[src/rtl/eth_payload_writer.sv]
// eth_payload_writer
//   Loads one PAYLOAD_BYTES-wide payload word into the eth_tx2 frame buffer,
//   one byte per write strobe starting at BASE_ADDR. It then pulses
//   eth_start and follows tx_busy until the transmitter has finished.
//   The payload comes from an internal sequence counter that launches every
//   PERIOD enabled cycles (SRC_EXT=0), or from a valid/ready input (SRC_EXT=1).
//   Every state change is qualified by clk_en.
//
// Ports
//   clk, rst_n          clock, asynchronous active-low reset
//   clk_en              clock enable; nothing advances while 0
//   enable              0 blocks new launches; a frame in flight still completes
//   clr_flags           synchronous clear of overrun/timeout (needs clk_en)
//   payload_i/_valid    external payload and its valid (SRC_EXT=1)
//   payload_ready       high in IDLE with enable=1 and tx_busy=0 (SRC_EXT=1 only)
//   tx_busy             transmit busy from eth_tx2
//   eth_w_addr/_data/_en  frame buffer write port
//   eth_start           one-enabled-cycle frame start pulse
//   seq_o               last payload word launched
//   overrun, timeout    sticky error flags
module eth_payload_writer #(
    parameter int                PAYLOAD_BYTES = 4,
    parameter int                ADDR_W        = 8,
    parameter logic [ADDR_W-1:0] BASE_ADDR     = 8'h38,
    parameter bit                BIG_ENDIAN    = 1'b1,
    parameter int                PERIOD        = 2**21,
    parameter int                BUSY_TO       = 1024,
    parameter bit                SRC_EXT       = 1'b0
) (
    input  logic                       clk,
    input  logic                       rst_n,
    input  logic                       clk_en,
    input  logic                       enable,
    input  logic                       clr_flags,
    input  logic [8*PAYLOAD_BYTES-1:0] payload_i,
    input  logic                       payload_valid,
    output logic                       payload_ready,
    input  logic                       tx_busy,
    output logic [ADDR_W-1:0]          eth_w_addr,
    output logic [7:0]                 eth_w_data,
    output logic                       eth_w_en,
    output logic                       eth_start,
    output logic [8*PAYLOAD_BYTES-1:0] seq_o,
    output logic                       overrun,
    output logic                       timeout
);

    localparam int PW  = 8 * PAYLOAD_BYTES;
    localparam int PCW = $clog2(PERIOD);
    localparam int BCW = $clog2(BUSY_TO + 1);
    localparam int IW  = (PAYLOAD_BYTES > 1) ? $clog2(PAYLOAD_BYTES) : 1;

    typedef enum logic [2:0] {
        S_IDLE,
        S_LATCH,
        S_WR,
        S_STB,
        S_START,
        S_WAIT_HI,
        S_WAIT_LO
    } state_t;

    state_t          state_reg;
    logic [PCW-1:0]  period_cnt_reg;
    logic [BCW-1:0]  busy_cnt_reg;
    logic [IW-1:0]   byte_idx_reg;
    logic [PW-1:0]   word_reg;
    logic [PW-1:0]   cap_reg;
    logic            pending_reg;

    logic            in_idle;
    logic            period_wrap;
    logic            int_req;
    logic            int_launch;
    logic            ext_launch;
    logic            launch;
    logic [PW-1:0]   word_next;
    logic [7:0]      word_bytes [PAYLOAD_BYTES];

    assign in_idle     = (state_reg == S_IDLE);
    assign period_wrap = (period_cnt_reg == PCW'(PERIOD - 1));

    // A period wrap only counts as a request while launches are enabled.
    assign int_req     = !SRC_EXT && clk_en && period_wrap && enable;

    assign payload_ready = SRC_EXT && in_idle && enable && !tx_busy;

    // A request that arrived while the transmitter was busy stays pending
    // until tx_busy drops, as long as we are still idle.
    assign int_launch = !SRC_EXT && clk_en && in_idle && enable && !tx_busy
                        && (int_req || pending_reg);
    assign ext_launch = clk_en && payload_valid && payload_ready;
    assign launch     = int_launch || ext_launch;

    // In internal mode seq_o always holds the last sequence value, so the
    // next word is simply seq_o + 1 (wrapping naturally at 2^PW).
    assign word_next = SRC_EXT ? cap_reg : (seq_o + PW'(1));

    // Byte lane i of the word, already ordered by buffer address.
    for (genvar gi = 0; gi < PAYLOAD_BYTES; gi++) begin : g_bytes
        localparam int LANE = BIG_ENDIAN ? (PAYLOAD_BYTES - 1 - gi) : gi;
        assign word_bytes[gi] = word_reg[8*LANE +: 8];
    end

    always_ff @(posedge clk or negedge rst_n) begin
        if (!rst_n) begin
            state_reg      <= S_IDLE;
            period_cnt_reg <= '0;
            busy_cnt_reg   <= '0;
            byte_idx_reg   <= '0;
            word_reg       <= '0;
            cap_reg        <= '0;
            pending_reg    <= 1'b0;
            eth_w_addr     <= '0;
            eth_w_data     <= '0;
            eth_w_en       <= 1'b0;
            eth_start      <= 1'b0;
            seq_o          <= '0;
            overrun        <= 1'b0;
            timeout        <= 1'b0;
        end else if (clk_en) begin
            period_cnt_reg <= period_wrap ? '0 : period_cnt_reg + PCW'(1);

            // Clear first so that a set event in the same cycle wins.
            if (clr_flags) begin
                overrun <= 1'b0;
                timeout <= 1'b0;
            end
            if (int_req && !in_idle) begin
                overrun <= 1'b1;
            end

            case (state_reg)
                S_IDLE: begin
                    if (launch) begin
                        cap_reg     <= payload_i;
                        pending_reg <= 1'b0;
                        state_reg   <= S_LATCH;
                    end else if (int_req) begin
                        pending_reg <= 1'b1;
                    end
                end
                S_LATCH: begin
                    word_reg     <= word_next;
                    seq_o        <= word_next;
                    byte_idx_reg <= '0;
                    state_reg    <= S_WR;
                end
                S_WR: begin
                    eth_w_addr <= BASE_ADDR + ADDR_W'(byte_idx_reg);
                    eth_w_data <= word_bytes[byte_idx_reg];
                    eth_w_en   <= 1'b1;
                    state_reg  <= S_STB;
                end
                S_STB: begin
                    eth_w_en <= 1'b0;
                    if (byte_idx_reg == IW'(PAYLOAD_BYTES - 1)) begin
                        eth_start <= 1'b1;
                        state_reg <= S_START;
                    end else begin
                        byte_idx_reg <= byte_idx_reg + IW'(1);
                        state_reg    <= S_WR;
                    end
                end
                S_START: begin
                    eth_start    <= 1'b0;
                    busy_cnt_reg <= '0;
                    state_reg    <= S_WAIT_HI;
                end
                S_WAIT_HI: begin
                    if (tx_busy) begin
                        state_reg <= S_WAIT_LO;
                    end else if (busy_cnt_reg == BCW'(BUSY_TO - 1)) begin
                        timeout   <= 1'b1;
                        state_reg <= S_IDLE;
                    end else begin
                        busy_cnt_reg <= busy_cnt_reg + BCW'(1);
                    end
                end
                S_WAIT_LO: begin
                    if (!tx_busy) begin
                        state_reg <= S_IDLE;
                    end
                end
                default: state_reg <= S_IDLE;
            endcase
        end
    end

endmodule

[config.mk]
export PLATFORM = sky130hd
export DESIGN_NAME = eth_payload_writer
export DESIGN_NICKNAME = d
export VERILOG_FILES = /design/src/rtl/eth_payload_writer.sv
export SDC_FILE = /design/constraint.sdc
export NUM_CORES = 1
export LEC_CHECK = 0
export CORE_MARGIN = 2
export CORE_UTILIZATION = 51
export DETAILED_ROUTE_END_ITERATION = 8
export PLACE_DENSITY = 0.8
export SYNTH_ARGS = -nofsm -noshare
export SYNTH_HDL_FRONTEND = slang
export SYNTH_SLANG_ARGS = --single-unit
[constraint.sdc]
create_clock -name clk -period 2.5 [get_ports clk]
set_input_delay 0.5 -clock clk [delete_from_list [all_inputs] [get_ports clk]]
set_output_delay 0.5 -clock clk [all_outputs]
set_load 0.02 [all_outputs]
==> flow_summary.ini <==
[global_route]
track_usage_pct = 22.6
antenna_found_initial = 0
grt_max_degree = 86
grt_pass1_wl_um = 16100
grt_pass1_vias = 3292
gr-total-overflow = 0

[power_and_ir_drop]
p_int_w = 0.00193
p_per_area_mw_per_mm2 = 494
p_comb_share_pct = 6.0
p_leak_nw = 2.24
seqPwrFrac_pct = 56.3
switching_share_pct = 25.5
p_total_w = 0.00259
peakVddDrop_uv = 321
power_switching_w = 0.000661
p_clk_share_pct = 37.8

[yosys]
synth_top_cell_area_share_pct = 48.9
synth_ff_type = dfrtp_1
synth_edf_count = 0
synth_area_mm2 = 0.00435
synth_cells = 397
synth_area_leaders = dfrtp_1, xnor2_1, mux4_2
yosysTopAreaCell = dfrtp_1
yosysSeqAreaShare_pct = 48.9
synth.avg_cell_area_um2 = 11.0
yosysUniqueCellTypes = 54
yosysWarnings = 0
synth-seq-cells = 85
synth_async_sr_flop_share_pct = 100

[timing]
fin_worst_skew_ns = 0.0133
setup_viol = 0
post-route-period-util_pct = 84.9
rsz0062_at_grt = false
finalMaxSlewViolations = 0
setup_tns_ns = 0
period_minus_slack_ns = 2.12
tightest_slew_ns = 0.818
clock.fmax_mhz = 471
hold_viol = 0
max-slew-margin-rel_pct = 45.0
whs_ns = 0.153

[cts]
cts_sinks = 85
numCtsBuffers = 9
postCtsHoldBufs = 0
clk_latency_ns = 0.37
cts_resized = 0
h-tree-depth = 3
clockRootBuffer = clkbuf_8
cts.clk_slew.worst_paths_ns = 0.09
post_cts_buffers = 0
cts_tree = yes
clockBufferDepth = 2

[final_layout]
drive_gt1_share_pct = 13.6
area_growth_pct = 20.8
nNetsFinal = 502
multi_input_area_mm2 = 0.00210
n_antenna_cell = 0
fin_area_mm2 = 0.00526
fill_cells = 646
seq_area_mm2 = 0.00213
largest_register_ffs = 32

[floorplan]
die_area_mm2 = 0.00929
io_pins = 92
core_area_mm2 = 0.00826
rows = 33
die_w_um = 96.4
start_util_pct = 52.7
die_h_um = 96.4

[placement]
place_area_mm2 = 0.00505
dp_hpwl_um = 6670
io_buffer_count = 54
gp_congestion = 0.844

[routing]
drt_first_pass_iters = 5
via_per_inst = 6.04
ant_nets = 0
wire_per_inst_um = 17.0
drtIter0Drc = 182
drc_errors = 0
postRouteWirelength_um = 9690
vias = 3439

[worst_setup_path]
required_ns = 2.77
worstSetupPathType = reg2reg
end_kind = register
start_kind = register
crit_arrival_ns = 2.39
path_max_fanout = 9

[min_path]
hold_path_class = in2async

[flow_run]
drv_cap = 0

[status]
status = finished, final reports clean
## cell type report
| class | count | area share (%) |
|---|---|---|
| Tap cell | 105 | 2.50 |
| Multi-Input combinational cell | 285 | 39.9 |
| Clock buffer | 9 | 2.36 |
| Timing Repair Buffer | 70 | 12.8 |
| Sequential cell | 85 | 40.5 |
| Inverter | 8 | 0.571 |
| Clock inverter | 7 | 1.45 |
## Yosys cell counts, types with 5 or more instances
library cell,number
a21oi_1,9
a22o_1,5
and3_1,6
and4_1,5
buf_4,6
clkbuf_1,9
dfrtp_1,85
inv_1,8
mux2_2,11
mux4_2,8
nand2_1,35
nand3_1,22
nand4_1,28
nor2_1,14
nor3_1,8
nor4_1,6
o21ai_0,5
o31ai_1,8
xnor2_1,35
xor2_1,11
## worst max-delay path: stages (launching register included)
cell and delay (ns):
dfrtp_1 0.44, ha_1 0.20, nand3_1 0.16, nor4_2 0.75, buf_4 0.26, o311ai_0 0.12, o41ai_1 0.09
## metal layers
layer	share of wire (%)	up-vias	GRT usage [%]
met5	0	-	0
li1	-	1591	-
met4	1.9	0	9.15
met1	44	1728	30.5
met3	5.2	14	4.03
met2	49	106	36.3
## power by group through the flow
stage | logic, W | registers, W | clock network [W]
2_1_floorplan | 0.0000989 | 0.00148 | 0
3_3_place_gp | 0.000153 | 0.00148 | 0
3_5_place_dp | 0.000154 | 0.00149 | 0
4_1_cts | 0.000157 | 0.00146 | 0.000993
5_1_grt | 0.000175 | 0.00147 | 0.00106
6_report | 0.000154 | 0.00146 | 0.000980
## cells by family after synthesis
kind of cell / share of synthesized area, %
compound gates: 8.34
xor+xnor: 9.26
fa+ha+maj: 1.15
buf+inv: 3.22
flops: 48.9
mux: 7.68
other cells: 0.0862
simple gates: 21.4
## stage by stage
stage                     util (%)  setup slack, ns  instances
after floorplan                  -            0.721        400
after global placement        61.2            0.131        553
after detailed placement      61.2           0.0945        553
after CTS                     63.6            0.394        569
after global routing          63.6            0.229        569
final                         63.6            0.378        569
## path summary, 6_finish.rpt
check | from | to | slack [ns] | depth (start not counted)
min in group clk | period_cnt_reg[20]$_DFFE_PN0P_ | period_cnt_reg[20]$_DFFE_PN0P_ | 0.47 | 1
setup / recovery | busy_cnt_reg[0]$_DFFE_PN0P_ | busy_cnt_reg[4]$_DFFE_PN0P_ | 0.38 | 6
hold / removal | rst_n | word_bytes[19]$_DFFE_PN0P_ | 0.15 | 2
hold reg to reg | period_cnt_reg[20]$_DFFE_PN0P_ | period_cnt_reg[20]$_DFFE_PN0P_ | 0.47 | 1
setup reg to reg | busy_cnt_reg[0]$_DFFE_PN0P_ | busy_cnt_reg[4]$_DFFE_PN0P_ | 0.38 | 6
max in group asynchronous | rst_n | eth_w_data[3]$_DFFE_PN0P_ | 2.00 | 2
## cell usage in the layout, fill, tap and decap left out, types with 6 or more instances in the layout
master            n
mux2_2           11
xor2_1           11
nor4_1            6
nand2_1          35
o31ai_1           8
clkdlybuf4s50_1  53
dfrtp_1          85
mux4_2            8
nand3_1          22
xnor2_1          35
nor2_1           14
nand4_1          28
clkbuf_8          9
and3_1            6
nor3_1            8
a21oi_1           9
inv_1             8
buf_4            16
No activity file was read; power rests on OpenSTA's default activity.
==> variant, RTL diff (same flow settings) <==
The parameter `SRC_EXT` goes from 1'b0 to 1'b1.
--- a/src/rtl/eth_payload_writer.sv
+++ b/src/rtl/eth_payload_writer.sv
@@ -27,3 +27,3 @@
     parameter int                BUSY_TO       = 1024,
-    parameter bit                SRC_EXT       = 1'b0
+    parameter bit                SRC_EXT       = 1'b1
 ) (
Formal check against the unedited RTL: not equivalent (a bounded check fails within 4 cycles, from zero or initial values and one cycle with rst_n low).
==> variant against the unedited design <==
  * Die area is 3.5% lower
  * Sequential cell count is 9 higher
  * Non-clock buffer count rose by 32
  * First-iteration DRC count is 32% lower
  * Wire length down 14%
  * Design area grew 3.0%
  * Setup slack improved by 0.11 ns
  * Area after synthesis shrank 3.6%
Power is not compared: it rests on default switching activity, and its combinational part moved more than twofold at a synthesized area within 25%.
==> variant: results (changes against the unedited design) <==
- Via/cell ratio: 5.466 (-9.6%)
- Initial antenna violation count: 0 (unchanged)
- NumNets Final: 427 (-15%)
- Post-synthesis sequential area ratio: 56.09% (+7.2 points)
- Via count: 2711 (-21%)
- Hold Crit Class: in -> async
- Cell Int Power: 3.648 mW
- Pin count of the biggest net entering global routing: 52 (-40%)
- Share of cells above drive strength 1: 31.71% (+18 points)
- Synth unique cells: 44 (-19%)
- CTS max path bufs: 2 (unchanged)
- Critical path destination: payload_ready
- Post-DP Area: 5204 um2 (+2.9%)
- Reg2reg end: state_reg[0]
- Placed cells: 480 (-13%)
- Clk root buf: clkbuf_8
- Leakage power figure: between 2 and 2.5 nW
- Worst path slowest cell: clkdlybuf4s50_1
- Global-route wire length before repair: 13.70 mm (-15%)
- Commonest cells post-synth: dfrtp_1, mux2_2, buf_4, nand2_1, mux4_2
- CTS buffer count: 9 (unchanged)
- Syn Area/Cell: 14.36 um2 (+31%)
- Worst VDD drop: approximately 0.48 mV
- Buffers added on ports: 87 (+61%)
- First-pass iteration count of the detailed router: 4 (-1)
- Starting DRT DRC Count: 124 (-32%)
- Htree depth: 3 (unchanged)
- Number of synthesis warnings: 0 (unchanged)
- Overall Global Routing Usage: 20.07% (-2.5 points)
- DP HPWL: 5.701 mm (-15%)
- Clock Latency Late Sink: 0.35 ns (-0.02 ns)
- GP Congestion: 0.7934 (-6.0%)
- WL/cell: 16.77 um (-1.5%)
- Max Slew Vio Count: 0 (unchanged)
- Vias in the first global route: 2828 (-14%)
- Slew HR: 56.44% (+11 points)
- Critical path origin: tx_busy
- Fillers: 620 (-4.0%)
- Async set or reset register ratio after synthesis: 100.0% (unchanged)
- Worst Reg-to-Reg Cells: 5 (-1)
- Status: completed
- Skew final: 0.007383 ns (-0.005937 ns)
- Ant. Diodes: 0 (unchanged)
- Max stage delay on crit path: 0.41 ns (-0.34 ns)
- Ranking of synthesized cells by area: dfrtp_1, mux2_2, mux4_2
- Reg2Reg Setup Slack: 0.55 ns (+0.17 ns)
- Crit-path max FO: 2 (-7)
- Crit path DAT: 1.52 ns (-0.87 ns)
- Primary FF master, synth: dfrtp_1
- Clock-pin slew on the worst setup and hold paths: 0.09 ns (about the same)
## variant: changes by cell type after synthesis, sizes merged, moves of 11 or more
cell / before / now
xnor2: 35 / 0
mux2: 11 / 76
nand4: 28 / 2
nand3: 22 / 4
nand2: 35 / 10
xor2: 11 / 0
## variant: worst min-delay path by stage
stage / start / end / slack (ns) / cells after the start
2_1_floorplan: rst_n / busy_cnt_reg[0] / 0.20 / 0
3_3_place_gp: eth_w_en / eth_w_en / 0.47 / 1
3_5_place_dp: busy_cnt_reg[9] / busy_cnt_reg[10] / 0.48 / 1
4_1_cts: rst_n / eth_start / 0.18 / 1
5_1_grt: rst_n / cap_reg[31] / 0.21 / 1
6_report: rst_n / cap_reg[30] / 0.18 / 1
## variant: logic make-up (layout without fill, tap and decap cells)
group                    Yosys count  after routing  share of synthesized area (%)
buffers and inverters             29            125                          4.654
other                              1              4                        0.08941
flip-flops                        94             94                          56.09
AO/OA/AOI/OAI                     30             30                          5.609
AND/OR/NAND/NOR                   48             48                          7.309
adder cells (fa/ha/maj)            3              3                         0.8352
multiplexers                      87             87                          25.42
## variant: cell type report
| type | instances | share of cell area, % |
|---|---|---|
| clock buffers | 10 | 2.542 |
| clock inverters | 6 | 1.294 |
| inverters | 7 | 0.4853 |
| multi-input cells | 172 | 30.71 |
| flip-flops and latches | 94 | 43.45 |
| well taps | 105 | 2.427 |
| repair buffers | 102 | 19.09 |
## variant: what timing repair did
action | in CTS | in global routing
gates resized for setup | 0 | 1
hold endpoints to repair | 0 | 0
setup endpoints to repair | 0 | 1
setup buffers | 0 | 0
## variant: worst max-delay path, delay by kind of cell
kind                   cells  cell delay (ns)
buffers and inverters      2             0.67
AND/OR/NAND/NOR            2             0.34
## variant: layer usage
metal,global-route usage (%),vias to the layer above,share of wire [%]
met4,5.072,0,0.96
met1,26.20,1386,43
met2,31.80,70,48
met5,0,-,0
li1,-,1249,-
met3,7.741,6,8.0
## variant: power by group through the flow
stage	registers (mW)	clock network [mW]	logic [mW]
2_1_floorplan	2.56	0	1.01
3_3_place_gp	2.40	0	1.94
3_5_place_dp	2.43	0	1.99
4_1_cts	2.40	1.06	2.00
5_1_grt	2.47	1.12	2.12
6_report	2.40	1.03	1.98
## variant: stage by stage
step                      setup WS [ns]  util, %  hold WS, ns  total power, mW
after floorplan                  0.6468        -       0.2044            3.565
after global placement           0.1204    64.30       0.4711            4.343
after detailed placement        0.06718    64.30       0.4847            4.424
after CTS                       0.05825    66.87       0.1794            5.468
after global routing             0.3737    66.90       0.2119            5.718
final                            0.4831    66.90       0.1760            5.405
